### config.mk
export PLATFORM = sky130hd
export DESIGN_NAME = regfile_writeback_unit
export DESIGN_NICKNAME = d
export VERILOG_FILES = /design/src/rtl/regfile_writeback_unit.sv
export SDC_FILE = /design/constraint.sdc
export NUM_CORES = 1
export LEC_CHECK = 0
export CELL_PAD_IN_SITES_DETAIL_PLACEMENT = 0
export CELL_PAD_IN_SITES_GLOBAL_PLACEMENT = 1
export CORE_MARGIN = 2
export CORE_UTILIZATION = 30
export CTS_CLUSTER_DIAMETER = 50
export CTS_CLUSTER_SIZE = 20
export DETAILED_ROUTE_END_ITERATION = 6
export MAX_ROUTING_LAYER = met4
export PLACE_DENSITY_LB_ADDON = 0.1
export SYNTH_ARGS = -nofsm -noshare
export SYNTH_HDL_FRONTEND = slang
export SYNTH_SLANG_ARGS = --single-unit
export TNS_END_PERCENT = 5
### constraint.sdc
create_clock -name clock -period 2.2 [get_ports clock]
set_input_delay 0.33 -clock clock [delete_from_list [all_inputs] [get_ports clock]]
set_output_delay 0.33 -clock clock [all_outputs]
set_load 0.01 [all_outputs]
### src/rtl/regfile_writeback_unit.sv
// Register writeback collector: mem/alu arbitration, r0 filter, in-order FIFO retire.
// Optional WB_BYPASS_EN adds two combinational forwarding ports from FIFO entries.
module regfile_writeback_unit #(
    parameter int DEPTH = 4,
    parameter int AW    = 5,
    parameter int DW    = 32
) (
    input  logic                   clock,
    input  logic                   reset_n,
    input  logic                   alu_valid,
    input  logic [AW-1:0]          alu_addr,
    input  logic [DW-1:0]          alu_data,
    output logic                   alu_ready,
    input  logic                   mem_valid,
    input  logic [AW-1:0]          mem_addr,
    input  logic [DW-1:0]          mem_data,
    output logic                   mem_ready,
    input  logic                   wb_stall,
    output logic                   RegWrite,
    output logic [AW-1:0]          WriteAddr,
    output logic [DW-1:0]          WriteData,
    output logic [$clog2(DEPTH):0] count,
`ifdef WB_BYPASS_EN
    input  logic [AW-1:0]          byp_addr1,
    input  logic [AW-1:0]          byp_addr2,
    output logic                   byp_hit1,
    output logic                   byp_hit2,
    output logic [DW-1:0]          byp_data1,
    output logic [DW-1:0]          byp_data2,
`endif
    output logic                   busy
);

    localparam int PW = $clog2(DEPTH);
    localparam int CW = PW + 1;

    logic [AW-1:0] addr_q [DEPTH];
    logic [DW-1:0] data_q [DEPTH];
    logic [PW-1:0] rd_ptr;
    logic [PW-1:0] wr_ptr;
    logic [CW-1:0] cnt;

    logic          pop;
    logic          push;
    logic          space;
    logic [AW-1:0] in_addr;
    logic [DW-1:0] in_data;

    always_comb begin
        busy      = (cnt != '0);
        pop       = busy && !wb_stall;
        space     = (cnt < CW'(DEPTH)) || pop;
        mem_ready = reset_n && mem_valid && space;
        alu_ready = reset_n && alu_valid && space && !mem_valid;
        in_addr   = mem_valid ? mem_addr : alu_addr;
        in_data   = mem_valid ? mem_data : alu_data;
        // r0 writes are acknowledged but never stored
        push      = (mem_ready || alu_ready) && (in_addr != '0);
        RegWrite  = pop;
        WriteAddr = busy ? addr_q[rd_ptr] : '0;
        WriteData = busy ? data_q[rd_ptr] : '0;
        count     = cnt;
    end

    always_ff @(posedge clock or negedge reset_n) begin
        if (!reset_n) begin
            rd_ptr <= '0;
            wr_ptr <= '0;
            cnt    <= '0;
        end else begin
            if (push) wr_ptr <= wr_ptr + 1'b1;
            if (pop)  rd_ptr <= rd_ptr + 1'b1;
            unique case ({push, pop})
                2'b10:   cnt <= cnt + 1'b1;
                2'b01:   cnt <= cnt - 1'b1;
                default: cnt <= cnt;
            endcase
        end
    end

    always_ff @(posedge clock) begin
        if (push) begin
            addr_q[wr_ptr] <= in_addr;
            data_q[wr_ptr] <= in_data;
        end
    end

`ifdef WB_BYPASS_EN
    // Scan oldest to youngest so the last match wins
    always_comb begin
        logic [PW-1:0] idx;
        idx       = '0;
        byp_hit1  = 1'b0;
        byp_hit2  = 1'b0;
        byp_data1 = '0;
        byp_data2 = '0;
        for (int i = 0; i < DEPTH; i++) begin
            idx = rd_ptr + PW'(i);
            if (CW'(i) < cnt) begin
                if (byp_addr1 != '0 && addr_q[idx] == byp_addr1) begin
                    byp_hit1  = 1'b1;
                    byp_data1 = data_q[idx];
                end
                if (byp_addr2 != '0 && addr_q[idx] == byp_addr2) begin
                    byp_hit2  = 1'b1;
                    byp_data2 = data_q[idx];
                end
            end
        end
    end
`endif

endmodule

-- Word-level counts from Yosys, hierarchy flattened
Memories as Yosys holds them, arrays and structs flattened.
Index checks and enable logic that the tools add are counted.
- flip-flop bits (word level): 7
- bits in latches: 0
- RAM bits: 148
- ROM bits: 0
- bits of input ports: 79
- output and inout bits: 44
- word-level logic and storage cells: 33
- memories kept: 2
- add/sub/neg operators: 4
- multipliers: 0
- div/mod/pow operators: 0
- $lt $le $gt $ge: 1
- eq/ne operators: 2
- shifts and indexed selects: 0
- multiplexer cells: 7
- bitwise operators: 0
- reduce and logical (&&, ||, !) cells: 14
- memories (name ; depth ; width ; read ports ; clocked after memory_dff ; write ports ; RTL line ; RTL):
    data_q ; 4 ; 32 ; 1 ; 0 ; 1 ; 38 ; logic [DW-1:0] data_q [DEPTH];
    addr_q ; 4 ; 5 ; 1 ; 0 ; 1 ; 37 ; logic [AW-1:0] addr_q [DEPTH];
- operators with widths (kind ; count):
    two-way mux 32 bit ; 2
    two-way mux 5 bit ; 2
    logical AND 1 bit ; 7
    one-hot mux 3 bit (2 select lines) ; 1
    nonzero test 5 bit ; 1
    adder 2 x 1 -> 2 bit, second input constant ; 2
    adder 3 x 1 -> 3 bit, second input constant ; 1
    less-than comparator 3 bit, second input constant ; 1
    nonzero test 3 bit ; 1
    subtractor 3 x 1 -> 3 bit, second input constant ; 1
    equality test 2 x 1 -> 1 bit, second input constant ; 1
    equality test 2 bit, second input constant ; 1
    zero test 1 bit ; 2
    logical OR 1 bit ; 2
    two-way mux 1 bit ; 2
    nonzero test 2 bit ; 1

-- Logic depth before layout (Yosys ltp)
Gate-level depths: netlist of the first run.
- word-level depth: 9
- gate-level depth with buffers: 11
- gate-level depth less buffers: 10

-- Worst setup path after synthesis of the first run
Ideal clock, no wire load.
- path type: reg-to-reg
- start point: reg cnt[2], in the netlist count[2]
- end point: mem addr_q[0][0] (enable)
- library setup time: 0.398 ns
- arrival: 1.905 ns
- required time: 1.802 ns
- slack: -0.103 ns
- stages on the path, launching flop included: 4
- buffers on the path: 0
- period minus slack after synthesis: 2.303 ns
- path through: dfrtp_1 a21boi_0 o221a_4 and2_1
- longest elaborated chain between the ends: 9
- elaborated cells between the ends (all ways): 11
- classes of those cells: order compare (1); mux (2); reduce/logical (8)
- RTL lines (what ; RTL line ; RTL):
    from (decl) ; 41 ; logic [CW-1:0] cnt;
    from (signal assigned) ; 74 ; 2'b10: cnt <= cnt + 1'b1;
    from (signal assigned) ; 75 ; 2'b01: cnt <= cnt - 1'b1;
    from (signal assigned) ; 76 ; default: cnt <= cnt;
    branches (longest 2 deep; another with less-than comparator 3 bit) ; n/a ;
    logical OR 1 bit (*) ; 52 ; space = (cnt < CW'(DEPTH)) || pop;
    logical AND 1 bit (2 in a row) ; 54 ; alu_ready = reset_n && alu_valid && space && !mem_valid;
    logical OR 1 bit (*) ; 58 ; push = (mem_ready || alu_ready) && (in_addr != '0);
    logical AND 1 bit (*) ; 58 ;
    two-way mux 1 bit (*) ; 82 ; if (push) begin
    two-way mux 1 bit (not written as such) (*) ; 83 ; addr_q[wr_ptr] <= in_addr;
    to (decl) ; 37 ;
Every way passes the cells marked *.

-- Worst setup path in the final report of the first run
- start point: reg rd_ptr[0]
- end point: out WriteData[7]
- longest elaborated chain between the ends: 2
- RTL lines (what ; RTL line ; RTL):
    from (decl) ; 39 ; logic [PW-1:0] rd_ptr;
    from (signal assigned) ; 72 ; if (pop) rd_ptr <= rd_ptr + 1'b1;
    memory read (4 x 32 bit) ; n/a ;
    two-way mux 32 bit ; 61 ; WriteData = busy ? data_q[rd_ptr] : '0;
    to (decl) ; 21 ; output logic [DW-1:0] WriteData,
No other way between the ends.

==> results of run 1 <==
==> area by class of cell <==
| class | instances | area [µm²] | share of cell area [%] |
|---|---|---|---|
| tap | 275 | 344 | 3.81 |
| inverter | 7 | 26.3 | 0.291 |
| clock inverter | 15 | 163 | 1.80 |
| timing repair buffer | 156 | 1620 | 17.9 |
| clock buffer | 17 | 425 | 4.70 |
| multi-input combinational | 143 | 1840 | 20.4 |
| sequential | 155 | 4620 | 51.1 |
==> cells in the mapped netlist, types with 2 or more instances <==
| library cell | n | share of area, % |
|---|---|---|
| sky130_fd_sc_hd__nor3_1 | 2 | 0.15 |
| sky130_fd_sc_hd__buf_2 | 10 | 0.77 |
| sky130_fd_sc_hd__mux2_2 | 37 | 6.4 |
| sky130_fd_sc_hd__xnor2_1 | 3 | 0.40 |
| sky130_fd_sc_hd__nor2b_1 | 37 | 3.6 |
| sky130_fd_sc_hd__ha_1 | 5 | 0.96 |
| sky130_fd_sc_hd__clkbuf_1 | 4 | 0.23 |
| sky130_fd_sc_hd__inv_1 | 7 | 0.40 |
| sky130_fd_sc_hd__buf_6 | 2 | 0.35 |
| sky130_fd_sc_hd__mux4_2 | 37 | 13 |
| sky130_fd_sc_hd__edfxtp_1 | 148 | 68 |
| sky130_fd_sc_hd__and2_1 | 5 | 0.48 |
| sky130_fd_sc_hd__nor2_1 | 4 | 0.23 |
| sky130_fd_sc_hd__dfrtp_1 | 7 | 2.7 |
| sky130_fd_sc_hd__xor2_1 | 3 | 0.40 |
==> logic make-up after synthesis <==
group | count (synthesis)
AO/OA/AOI/OAI | 3
XOR/XNOR | 6
adder cells (fa/ha/maj) | 6
buffers and inverters | 24
flip-flops | 155
multiplexers | 76
AND/OR/NAND/NOR | 52
==> what timing repair did <==
action	4_1_cts	5_1_grt
pin swaps	1	1
cloned	3	0
resized for setup	173	6
endpoints found under the setup margin	41	39
buffers inserted	6	0
==> layer usage <==
metal  up-vias  global-route usage [%]
li1       1601                       -
met1      1801                    16.2
met2        81                    22.6
met3        13                    3.49
met4         0                    4.77
met5         -                       -
==> report_power, final <==
group / switching (mW) / leakage, nW / internal [mW]
Clock: 1.16 / 0.283 / 1.69
Combinational: 1.83 / 1.43 / 2.34
Sequential: 0.177 / 1.42 / 3.72
==> registers in the layout, summed over array words and instances, names as in the netlist <==
register,flops
addr_q,20
wr_ptr,2
rd_ptr,2
count,3
data_q,128
==> cells in the final DEF (no fill, tap or decap), drive strengths merged, types with 3 or more instances in the layout <==
cell type / synthesis / routed
edfxtp: 148 / 148
clkdlybuf4s50: 0 / 82
buf: 13 / 71
mux2: 38 / 38
mux4: 37 / 37
nor2b: 37 / 37
clkbuf: 4 / 17
inv: 7 / 12
dfrtp: 7 / 7
clkinv: 0 / 6
ha: 5 / 5
and2: 5 / 5
nor2: 4 / 4
xor2: 3 / 3
xnor2: 3 / 3
==> worst min path at each step <==
stage                         from  endpoint  slack [ns]  depth (start not counted)
after CTS                  reset_n  count[2]        0.20                          2
final                      reset_n  count[2]        0.22                          2
after global routing       reset_n  count[1]        0.22                          2
after global placement    count[0]  count[0]        0.53                          1
after floorplan            reset_n  count[0]        0.03                          0
after detailed placement  count[2]  count[2]        0.53                          1
==> stage by stage <==
| step | setup WS [ns] | cells | total power, mW | setup TNS, ns |
|---|---|---|---|---|
| after floorplan | -0.103 | 322 | 6.04 | -7.59 |
| after global placement | -0.248 | 728 | 8.19 | -12.57 |
| after detailed placement | -0.302 | 728 | 8.22 | -16.30 |
| after CTS | -0.0939 | 769 | 11.2 | -1.21 |
| after global routing | -0.114 | 768 | 11.6 | -2.50 |
| final | -0.0252 | 768 | 10.9 | -0.131 |
==> impl_metrics.tcl, run 1 <==
set metrics [dict create \
    required_ns 1.87 \
    worst_path_largest_cell_delay_ns 0.51 \
    floorplan.die.height_um 151 \
    max-cap-violations 0 \
    final_area_um2 9040 \
    final.fill_count 1878 \
    highest_layer "met4" \
    worst_hold_path_type "input port to asynchronous set/reset pin" \
    critPathBufInv 3 \
    run_status "complete, but fails checks" \
    cts-hold-fix-buffers 0 \
    timing.critical_path.arrival_ns 1.90 \
    xor_and_xnor_area_share_after_synthesis_pct 0.807 \
    cts_tree "yes" \
    synthesis.area_per_instance_um2 20.2 \
    worst_skew_pair.late_latency_ns 0.42 \
    design.portCount 123 \
    wl_met2_mm 7.34 \
    hpwl_mm 9.12 \
    routed_wl_mm 14.2 \
    finalWeightedCongestion 0.693 \
    tritoncts.num_buffers 17 \
    chipWidth_um 151 \
    critPathKind "flip-flop to output port" \
    worst_setup_hold_path_clk_slew_ns 0.06 \
    met3RoutedLength_um 613 \
    ctsLongestPathBuffers 2 \
    synthesis.instances 322 \
    grt.total_usage_pct 13.6 \
    setup.worst_path.end_class "output port" \
    timing.critical_path.from "rd_ptr[0]" \
    ir_drop_mv 0.581 \
    initial_utilization_pct 30.8 \
    htree_num_levels 4 \
    final_hold_viol_count 0 \
    achievable-frequency_ghz 0.449 \
    cellPowerDensity_nw_per_um2 1210 \
    r2r_start "count[0]" \
    synth_enable_flop_cells 148 \
    r2r_setup_slack_ns 0.41 \
    antenna-diode-count 0 \
    overflow 0 \
    proportion_of_synthesized_chip_area_in_sequential_cells_pct 70.9 \
    crit_path_cells "buf_6 > buf_16 > mux4_2 > nor2b_1 > buf_2" \
    dr.pass1.iters 4 \
    final_critical_path_share_of_the_clock_period_pct 101 \
    synth_simple_gate_area_share_pct 5.03 \
    synth_cell_type_count 26 \
    synth_fa_ha_area_share_pct 1.27 \
    post_drt_wl_per_cell_um 18.5 \
    grt_max_degree 27 \
    port_buffers 122 \
    synth-compound-area-share_pct 0.500 \
    synth_top_flop_cell "sky130_fd_sc_hd__edfxtp_1" \
    slew_at_the_pin_closest_to_its_max_slew_limit_ns 0.418 \
    critical_path_depth 5 \
    final_net_count 565 \
    timing.critical_path.from_type "flip-flop" \
    period_needed_ns 2.23 \
    layout_stage_area_growth_over_the_synthesis_result_pct 38.9 \
    grt_first_pass_wirelength_mm 21.8 \
    cp_max_fo 6 \
    cts.root.buffer_cell "sky130_fd_sc_hd__clkbuf_16" \
    slew_viol_final 0 \
    post-route-util_pct 42.7 \
    met1_wl_mm 6.06 \
    fin_ws_ns -0.0252 \
    final.hold.worst_slack_ns 0.223 \
    cpLargestDelayFamily "multiplexers" \
    endpoint "WriteData[7]" \
    static-leakage-power_nw 3.14 \
    grt_pass1_vias 3933 \
    drive_gt1_share_pct 40.0 \
    floorplan.rows 53 \
    synth.mux.area_fraction_pct 19.6 \
    synth_top_family_by_area "multiplexers" \
    postSynthRegisterBits 155 \
    fp.dieArea_um2 22900 \
    detail_route.iter0.violations 126 \
    worst_path_max_delay_cell "sky130_fd_sc_hd__mux4_2" \
    fin_skew_ns 0.00618 \
    violations "setup timing" \
    report.final.setup_viol 10 \
    cts.sink_count 155 \
    ant_nets 0 \
    worstRegToRegCells 8 \
    worst_slew_margin_rel_pct 72.1 \
    synth.cell_area_um2 6510 \
    rr_endpoint "count[2]" \
    grt_setup_unrepaired "true" \
    fp.coreArea_um2 21200 \
    detailroute.via_count 3496 \
    grt_antenna_before_repair 0 \
    drt_drc_violations_left 0 \
    async_reset_ff_share_pct 4.52 \
    yosysWarningCount 0 \
    dpl_cell_area_um2 8400 \
    routed_via_density 4.55 \
    synth_fp_nets 407 \
]
(Power assumes the default switching activity.)
==> inputs of run 2 (changes only) <==
--- a/config.mk
+++ b/config.mk
@@ -14,6 +14,7 @@
 export DETAILED_ROUTE_END_ITERATION = 6
 export MAX_ROUTING_LAYER = met4
 export PLACE_DENSITY_LB_ADDON = 0.1
+export SLEW_MARGIN = 0
 export SYNTH_ARGS = -nofsm -noshare
 export SYNTH_HDL_FRONTEND = slang
 export SYNTH_SLANG_ARGS = --single-unit
==> results of run 2 <==
No change in the layout: final DEF, timing and power equal those of run 1.
